<file path="src/rtl/axi4s_rq_read_gen_if.sv">
`timescale 1ns/1ps
// Bundle of command, RQ request, RC completion and status signals for the
// PCIe memory-read request generator.
interface axi4s_rq_read_gen_if #(
  parameter int DATA_WIDTH = 256,
  parameter int RQ_USER_W  = 60,
  parameter int RC_USER_W  = 75
);
  logic [63:0]            cmd_addr;
  logic [10:0]            cmd_len;
  logic                   cmd_valid;
  logic                   cmd_ready;
  logic [7:0]             cmd_tag;

  logic [DATA_WIDTH-1:0]  rq_tdata;
  logic [RQ_USER_W-1:0]   rq_tuser;
  logic [7:0]             rq_tkeep;
  logic                   rq_tlast;
  logic                   rq_tvalid;
  logic                   rq_tready;

  logic [DATA_WIDTH-1:0]  rc_tdata;
  logic [RC_USER_W-1:0]   rc_tuser;
  logic                   rc_tlast;
  logic                   rc_tvalid;
  logic                   rc_tready;

  logic                   done_vld;
  logic [7:0]             done_tag;
  logic [2:0]             done_sts;
  logic                   err_unexp;
  logic [8:0]             outstanding;

  modport master (
    input  cmd_addr, cmd_len, cmd_valid,
    output cmd_ready, cmd_tag,
    output rq_tdata, rq_tuser, rq_tkeep, rq_tlast, rq_tvalid,
    input  rq_tready,
    input  rc_tdata, rc_tuser, rc_tlast, rc_tvalid,
    output rc_tready,
    output done_vld, done_tag, done_sts, err_unexp, outstanding
  );

  modport slave (
    output cmd_addr, cmd_len, cmd_valid,
    input  cmd_ready, cmd_tag,
    input  rq_tdata, rq_tuser, rq_tkeep, rq_tlast, rq_tvalid,
    output rq_tready,
    output rc_tdata, rc_tuser, rc_tlast, rc_tvalid,
    input  rc_tready,
    input  done_vld, done_tag, done_sts, err_unexp, outstanding
  );
endinterface

</file>
<file path="src/rtl/axi4s_rq_read_gen.sv">
`timescale 1ns/1ps
// Issues single-beat PCIe Memory Read descriptors on RQ with tags from a pool,
// and retires tags when the RC stream reports their final completion.
module axi4s_rq_read_gen #(
  parameter int          TAGS      = 32,
  parameter int          MAX_RD_DW = 128,
  parameter logic [15:0] REQ_ID    = 16'h0
) (
  input  logic                 clk,
  input  logic                 rst_n,
  axi4s_rq_read_gen_if.master  bus
);

  typedef enum logic {RC_FIRST, RC_BODY} rc_state_t;

  rc_state_t        rc_state, rc_state_next;
  logic [TAGS-1:0]  busy, busy_next, alloc_mask, free_mask;
  logic [8:0]       busy_count, outstanding;
  logic [7:0]       free_idx;
  logic             any_free;
  logic             run;
  logic             cmd_fire;
  logic             rc_beat, rc_first_beat;
  logic [7:0]       rc_tag;
  logic             tag_busy, tag_done;
  logic             rq_tvalid;
  logic [127:0]     rq_desc;
  logic [7:0]       rq_be;
  logic             done_vld, err_unexp;
  logic [7:0]       done_tag;
  logic [2:0]       done_sts;
  logic             unused_bits;

  // Lowest-index free tag: scanning downward lets the last hit win.
  // NOTE: every always_comb output gets a default first so no latch is inferred.
  always_comb begin
    free_idx = '0;
    any_free = 1'b0;
    for (int i = TAGS - 1; i >= 0; i--) begin
      if (!busy[i]) begin
        free_idx = 8'(i);
        any_free = 1'b1;
      end
    end
  end

  // run doubles as rc_tready; it also keeps the command side quiet in reset.
  assign bus.cmd_ready = run && any_free && (!rq_tvalid || bus.rq_tready);
  assign bus.cmd_tag   = run ? free_idx : '0;
  assign cmd_fire      = bus.cmd_valid && bus.cmd_ready;

  assign rc_beat       = bus.rc_tvalid && run;
  assign rc_first_beat = rc_beat && (rc_state == RC_FIRST);
  assign rc_tag        = bus.rc_tdata[71:64];

  // Tags at or above TAGS never match, so they fall out as unexpected.
  always_comb begin
    tag_busy = 1'b0;
    for (int i = 0; i < TAGS; i++) begin
      if (rc_tag == 8'(i)) tag_busy = busy[i];
    end
  end

  assign tag_done = rc_first_beat && tag_busy && bus.rc_tdata[30];

  always_comb begin
    alloc_mask = '0;
    free_mask  = '0;
    busy_count = '0;
    for (int i = 0; i < TAGS; i++) begin
      if (cmd_fire && (free_idx == 8'(i))) alloc_mask[i] = 1'b1;
      if (tag_done && (rc_tag == 8'(i)))   free_mask[i]  = 1'b1;
    end
    busy_next = (busy | alloc_mask) & ~free_mask;
    for (int i = 0; i < TAGS; i++) busy_count = busy_count + 9'(busy_next[i]);
  end

  always_comb begin
    rc_state_next = rc_state;
    if (rc_beat) rc_state_next = bus.rc_tlast ? RC_FIRST : RC_BODY;
  end

  // NOTE: sequential state uses non-blocking assignments only.
  always_ff @(posedge clk or negedge rst_n) begin
    if (!rst_n) rc_state <= RC_FIRST;
    else        rc_state <= rc_state_next;
  end

  // NOTE: the tag bitmap is a flop vector, not a RAM, so resetting it is cheap and required.
  always_ff @(posedge clk or negedge rst_n) begin
    if (!rst_n) begin
      run         <= 1'b0;
      busy        <= '0;
      outstanding <= '0;
      rq_tvalid   <= 1'b0;
      rq_desc     <= '0;
      rq_be       <= '0;
      done_vld    <= 1'b0;
      done_tag    <= '0;
      done_sts    <= '0;
      err_unexp   <= 1'b0;
    end else begin
      run         <= 1'b1;
      busy        <= busy_next;
      outstanding <= busy_count;
      if (cmd_fire) begin
        rq_tvalid <= 1'b1;
        rq_desc   <= {24'h0, free_idx, REQ_ID, 1'b0, 4'b0000,
                      bus.cmd_len, bus.cmd_addr[63:2], 2'b00};
        rq_be     <= {(bus.cmd_len == 11'd1) ? 4'h0 : 4'hF, 4'hF};
      end else if (bus.rq_tready) begin
        rq_tvalid <= 1'b0;
      end
      done_vld  <= tag_done;
      if (tag_done) begin
        done_tag <= rc_tag;
        done_sts <= bus.rc_tdata[45:43];
      end
      err_unexp <= rc_first_beat && !tag_busy;
    end
  end

  always_comb begin
    bus.rq_tdata        = '0;
    bus.rq_tdata[127:0] = rq_desc;
    bus.rq_tuser        = '0;
    bus.rq_tuser[7:0]   = rq_be;
  end

  assign bus.rq_tkeep    = 8'h0F;
  assign bus.rq_tlast    = 1'b1;
  assign bus.rq_tvalid   = rq_tvalid;
  assign bus.rc_tready   = run;
  assign bus.done_vld    = done_vld;
  assign bus.done_tag    = done_tag;
  assign bus.done_sts    = done_sts;
  assign bus.err_unexp   = err_unexp;
  assign bus.outstanding = outstanding;

  // Length legality is the command source's responsibility; these fields are not interpreted.
  assign unused_bits = ^{bus.rc_tuser, bus.rc_tdata[255:72], bus.rc_tdata[63:46],
                         bus.rc_tdata[42:31], bus.rc_tdata[29:0], bus.cmd_addr[1:0],
                         MAX_RD_DW[0]};

endmodule

</file>
<file path="src/flat_wrapper.sv">
// flat-port wrapper written by rule: the top's interface ports become plain ports
module axi4s_rq_read_gen_flat 
#(
  parameter int          TAGS      = 32,
  parameter int          MAX_RD_DW = 128,
  parameter logic [15:0] REQ_ID    = 16'h0
)
  (clk, rst_n, bus_cmd_addr, bus_cmd_len, bus_cmd_valid, bus_cmd_ready, bus_cmd_tag, bus_rq_tdata, bus_rq_tuser, bus_rq_tkeep, bus_rq_tlast, bus_rq_tvalid, bus_rq_tready, bus_rc_tdata, bus_rc_tuser, bus_rc_tlast, bus_rc_tvalid, bus_rc_tready, bus_done_vld, bus_done_tag, bus_done_sts, bus_err_unexp, bus_outstanding);
  axi4s_rq_read_gen_if bus_i ();
  input  logic clk;
  input  logic rst_n;
  input wire logic [$bits(bus_i.cmd_addr)-1:0] bus_cmd_addr;
  input wire logic [$bits(bus_i.cmd_len)-1:0] bus_cmd_len;
  input wire logic [$bits(bus_i.cmd_valid)-1:0] bus_cmd_valid;
  output wire logic [$bits(bus_i.cmd_ready)-1:0] bus_cmd_ready;
  output wire logic [$bits(bus_i.cmd_tag)-1:0] bus_cmd_tag;
  output wire logic [$bits(bus_i.rq_tdata)-1:0] bus_rq_tdata;
  output wire logic [$bits(bus_i.rq_tuser)-1:0] bus_rq_tuser;
  output wire logic [$bits(bus_i.rq_tkeep)-1:0] bus_rq_tkeep;
  output wire logic [$bits(bus_i.rq_tlast)-1:0] bus_rq_tlast;
  output wire logic [$bits(bus_i.rq_tvalid)-1:0] bus_rq_tvalid;
  input wire logic [$bits(bus_i.rq_tready)-1:0] bus_rq_tready;
  input wire logic [$bits(bus_i.rc_tdata)-1:0] bus_rc_tdata;
  input wire logic [$bits(bus_i.rc_tuser)-1:0] bus_rc_tuser;
  input wire logic [$bits(bus_i.rc_tlast)-1:0] bus_rc_tlast;
  input wire logic [$bits(bus_i.rc_tvalid)-1:0] bus_rc_tvalid;
  output wire logic [$bits(bus_i.rc_tready)-1:0] bus_rc_tready;
  output wire logic [$bits(bus_i.done_vld)-1:0] bus_done_vld;
  output wire logic [$bits(bus_i.done_tag)-1:0] bus_done_tag;
  output wire logic [$bits(bus_i.done_sts)-1:0] bus_done_sts;
  output wire logic [$bits(bus_i.err_unexp)-1:0] bus_err_unexp;
  output wire logic [$bits(bus_i.outstanding)-1:0] bus_outstanding;
  assign bus_i.cmd_addr = bus_cmd_addr;
  assign bus_i.cmd_len = bus_cmd_len;
  assign bus_i.cmd_valid = bus_cmd_valid;
  assign bus_cmd_ready = bus_i.cmd_ready;
  assign bus_cmd_tag = bus_i.cmd_tag;
  assign bus_rq_tdata = bus_i.rq_tdata;
  assign bus_rq_tuser = bus_i.rq_tuser;
  assign bus_rq_tkeep = bus_i.rq_tkeep;
  assign bus_rq_tlast = bus_i.rq_tlast;
  assign bus_rq_tvalid = bus_i.rq_tvalid;
  assign bus_i.rq_tready = bus_rq_tready;
  assign bus_i.rc_tdata = bus_rc_tdata;
  assign bus_i.rc_tuser = bus_rc_tuser;
  assign bus_i.rc_tlast = bus_rc_tlast;
  assign bus_i.rc_tvalid = bus_rc_tvalid;
  assign bus_rc_tready = bus_i.rc_tready;
  assign bus_done_vld = bus_i.done_vld;
  assign bus_done_tag = bus_i.done_tag;
  assign bus_done_sts = bus_i.done_sts;
  assign bus_err_unexp = bus_i.err_unexp;
  assign bus_outstanding = bus_i.outstanding;
  axi4s_rq_read_gen #(.TAGS(TAGS), .MAX_RD_DW(MAX_RD_DW), .REQ_ID(REQ_ID)) u_core (.clk(clk), .rst_n(rst_n), .bus(bus_i));
endmodule
</file>
<file path="config.mk">
export PLATFORM = sky130hd
export DESIGN_NAME = axi4s_rq_read_gen_flat
export DESIGN_NICKNAME = d
export VERILOG_FILES = /design/src/rtl/axi4s_rq_read_gen_if.sv /design/src/rtl/axi4s_rq_read_gen.sv /design/src/flat_wrapper.sv
export SDC_FILE = /design/constraint.sdc
export NUM_CORES = 1
export LEC_CHECK = 0
export BUFFER_PORTS_ARGS = -buffer_cell sky130_fd_sc_hd__buf_2
export CORE_AREA = 3 3 301 303
export CTS_CLUSTER_DIAMETER = 200
export DETAILED_ROUTE_END_ITERATION = 12
export DIE_AREA = 0 0 304 306
export PLACE_DENSITY = 0.3
export SETUP_SLACK_MARGIN = 0.02
export SYNTH_ARGS = -nofsm -noshare
export SYNTH_HDL_FRONTEND = slang
export SYNTH_SLANG_ARGS = --single-unit
</file>
<file path="constraint.sdc">
create_clock -name clk -period 12.65 [get_ports clk]
set_input_delay 2.53 -clock clk [delete_from_list [all_inputs] [get_ports clk]]
set_output_delay 2.53 -clock clk [all_outputs]
set_load 0.05 [all_outputs]
</file>
==> qor.yml <==
run_status: "finished, final reports clean"
final_common_cell: "nand2_1"
grt_pass1_wl_mm: 44.7
ys_seq_area_share_pct: 37.6
critical_path.slowest_cell: "buf_4"
start_util_pct: 10.1
core_mm2: 0.0882
slew_headroom_pct: 29.1
dpl_cell_area_mm2: 0.0103
first_iter_violations: 507
root_buffer: "clkbuf_16"
pin_count: 770
r2r-end: "u_core.bus.outstanding[4]"
hold_ws_ns: 0.468
path_clk_slew_ns: 0.06
cts_tree: "yes"
rr_startpoint: "u_core.busy[6]"
die_area_mm2: 0.0930
path_max_fanout: 61
wl_met3_mm: 3.03
ys.warnings.count: 0
post_cts_resized: 0
synth_flop_cell: "dfrtp_1"
cts_made_buffers: 17
route.met2.wl_mm: 13.9
crit_path_max_incr_delay_ns: 0.64
syn_avg_cell_area_um2: 8.73
crit_top_cell: "fa_1"
critPathCaptureType: "register"
fin_util_pct: 12.3
grt_pass1_vias: 6630
slew_viol_final: 0
worstPathArrival_ns: 10.18
antenna_found_initial: 3
synth_edf_count: 0
ys_async_sr_fraction_pct: 100
required_ns: 13.05
final_area_mm2: 0.0109
fin_crit_sh_pct: 77.3
ys_types: 59
die_y_um: 306
multi_input_area_mm2: 0.00425
cp.depth: 25
worstSetupPathType: "input pin to register"
vdd.ir_drop.worst_mv: 0.113
grt-ovfl-total: 0
holdPathEnd: "u_core.rq_desc[49]"
p_leak_nw: 5.31
top_layer: "met4"
via_per_inst: 2.97
place.gp.congestion: 0.743
hold_violations: 0
grt_max_degree: 85
wire_per_inst_um: 13.2
power.density_mw_per_mm2: 193
vias: 7059
firstDrtPassIters: 5
layout_common_cells: "nand2_1, conb_1, buf_2"
synth_area_leaders: "dfrtp_1, buf_4, nand2_1, fa_1, a31oi_1"
regArea_mm2: 0.00335
num_rows: 109
yosys_register_bits: 134
detail-route-antenna-nets: 0
fmax_mhz: 102
clock_skew_ns: 0.0111
whs_path_depth: 2
die_width_um: 304
drive_above_1_share_pct: 20.9
grt_setup_unrepaired: "false"
clk_path_buf_depth: 2
yosysTopAreaCellShare_pct: 37.6
min_path_type: "register to register"
area_growth_pct: 21.9
setup_viol: 0
worstHoldStart: "u_core.rq_desc[49]"
reg2regPathDepth: 24
ctsHoldBuffers: 0
period_minus_slack_ns: 9.78
wl_met1_mm: 13.8
drc: 0
r2r_setup_slack_ns: 5.02
final.setup.tns_ns: 0
worst-path-buf-inv: 7
critPathLaunchType: "input pin"
clock_latency_ns: 0.49
track_usage_pct: 6.58
dp_hpwl_mm: 23.5
post-cts-setup-buffers: 0
nFillCells: 10200
yosys.area.top_type: "dfrtp_1"
cp_top_family: "adder cells"
syn_inst: 1021
maxCapViolations: 0
syn_area_mm2: 0.00892
nets: 1642
clock_sinks: 134
h-tree-depth: 4
port_buffers: 203
wl_mm: 31.3
worst_slew_pin_slew_ns: 1.06
[cells by family after synthesis]
logic type	Yosys count	synth area share [%]
AND/OR/NAND/NOR	357	17.2
AO/OA/AOI/OAI	141	11.0
buffers and inverters	337	25.3
flip-flops	134	37.6
other	2	0.0842
multiplexers	15	1.94
adder cells (fa/ha/maj)	32	6.51
XOR/XNOR	3	0.295
[cell type report]
type,count,area share (%)
Tap cell,1165,13.4
Multi-Input combinational cell,794,39.1
Timing Repair Buffer,212,10.0
Antenna cell,1,0.0230
Inverter,39,1.35
Clock buffer,19,3.98
Clock inverter,12,1.21
Sequential cell,134,30.9
[cells in the mapped netlist (all sizes together) (2+ instances only)]
cell type,count
a21oi,13
a21boi,2
nor2,30
nor3,9
nand2b,7
mux2i,6
clkbuf,33
or3,3
ha,8
a31o,17
nor2b,11
a21o,4
dfrtp,134
nand3,10
o211ai,2
o21ai,16
inv,39
fa,24
buf,265
a32o,3
nor4,5
and2,5
nand2,250
and3,3
nand4,14
nor3b,2
conb,2
nand3b,3
mux2,8
a41oi,8
a31oi,58
a41o,7
xor2,2
[metal layers]
| layer | global-route usage, % | vias to the layer above |
|---|---|---|
| met1 | 8.43 | 3344 |
| li1 | - | 3251 |
| met5 | 0 | - |
| met2 | 9.99 | 432 |
| met3 | 2.62 | 32 |
| met4 | 2.32 | 0 |
[worst register-to-register path: cells and delay by family, from the launching register on]
kind / cells / cell delay, ns
buffers and inverters: 6 / 0.97
adders and majority gates: 8 / 3.62
xor gates and xnor gates: 1 / 0.14
AOI/OAI and AO/OA: 6 / 1.41
muxes: 2 / 0.62
and+or+nand+nor: 1 / 0.33
DFF: 1 / 0.48
[per-stage QoR]
| step | instances | setup WS, ns | power [W] |
|---|---|---|---|
| 3_5_place_dp | 2344 | 2.32 | 0.00161 |
| 3_3_place_gp | 2344 | 2.26 | 0.00163 |
| 2_1_floorplan | 1265 | 3.61 | 0.00137 |
| 6_report | 2376 | 2.87 | 0.00210 |
| 4_1_cts | 2375 | 2.86 | 0.00216 |
| 5_1_grt | 2375 | 2.51 | 0.00226 |
[power breakdown]
group | switching [W] | leakage [nW] | internal [W]
registers | 0.0000489 | 1.70 | 0.000500
clock network | 0.000222 | 0.277 | 0.000288
logic | 0.000787 | 3.33 | 0.000253
total | 0.00106 | 5.31 | 0.00104
[registers in the layout, indices dropped and copies added (netlist names)]
signal,count
u_core.rq_desc,78
u_core.busy,32
u_core.bus.done_tag,8
u_core.bus.outstanding,6
u_core.bus.done_sts,3
u_core.rq_be,2
u_core.bus.done_vld,1
u_core.bus.err_unexp,1
u_core.bus.rc_tready,1
u_core.bus.rq_tvalid,1
u_core.rc_state,1
[worst max-delay path by stage]
stage                                start                         to  slack (ns)
after floorplan           bus_rc_tdata[68]  u_core.bus.outstanding[4]        3.61
after global placement    bus_rc_tdata[68]  u_core.bus.outstanding[4]        2.26
after detailed placement  bus_rc_tdata[65]  u_core.bus.outstanding[4]        2.32
after CTS                 bus_rc_tdata[65]  u_core.bus.outstanding[4]        2.86
after global routing      bus_rc_tdata[65]  u_core.bus.outstanding[4]        2.51
final                     bus_rc_tdata[65]  u_core.bus.outstanding[4]        2.87
Note: power is estimated with default switching activity, not from simulation.
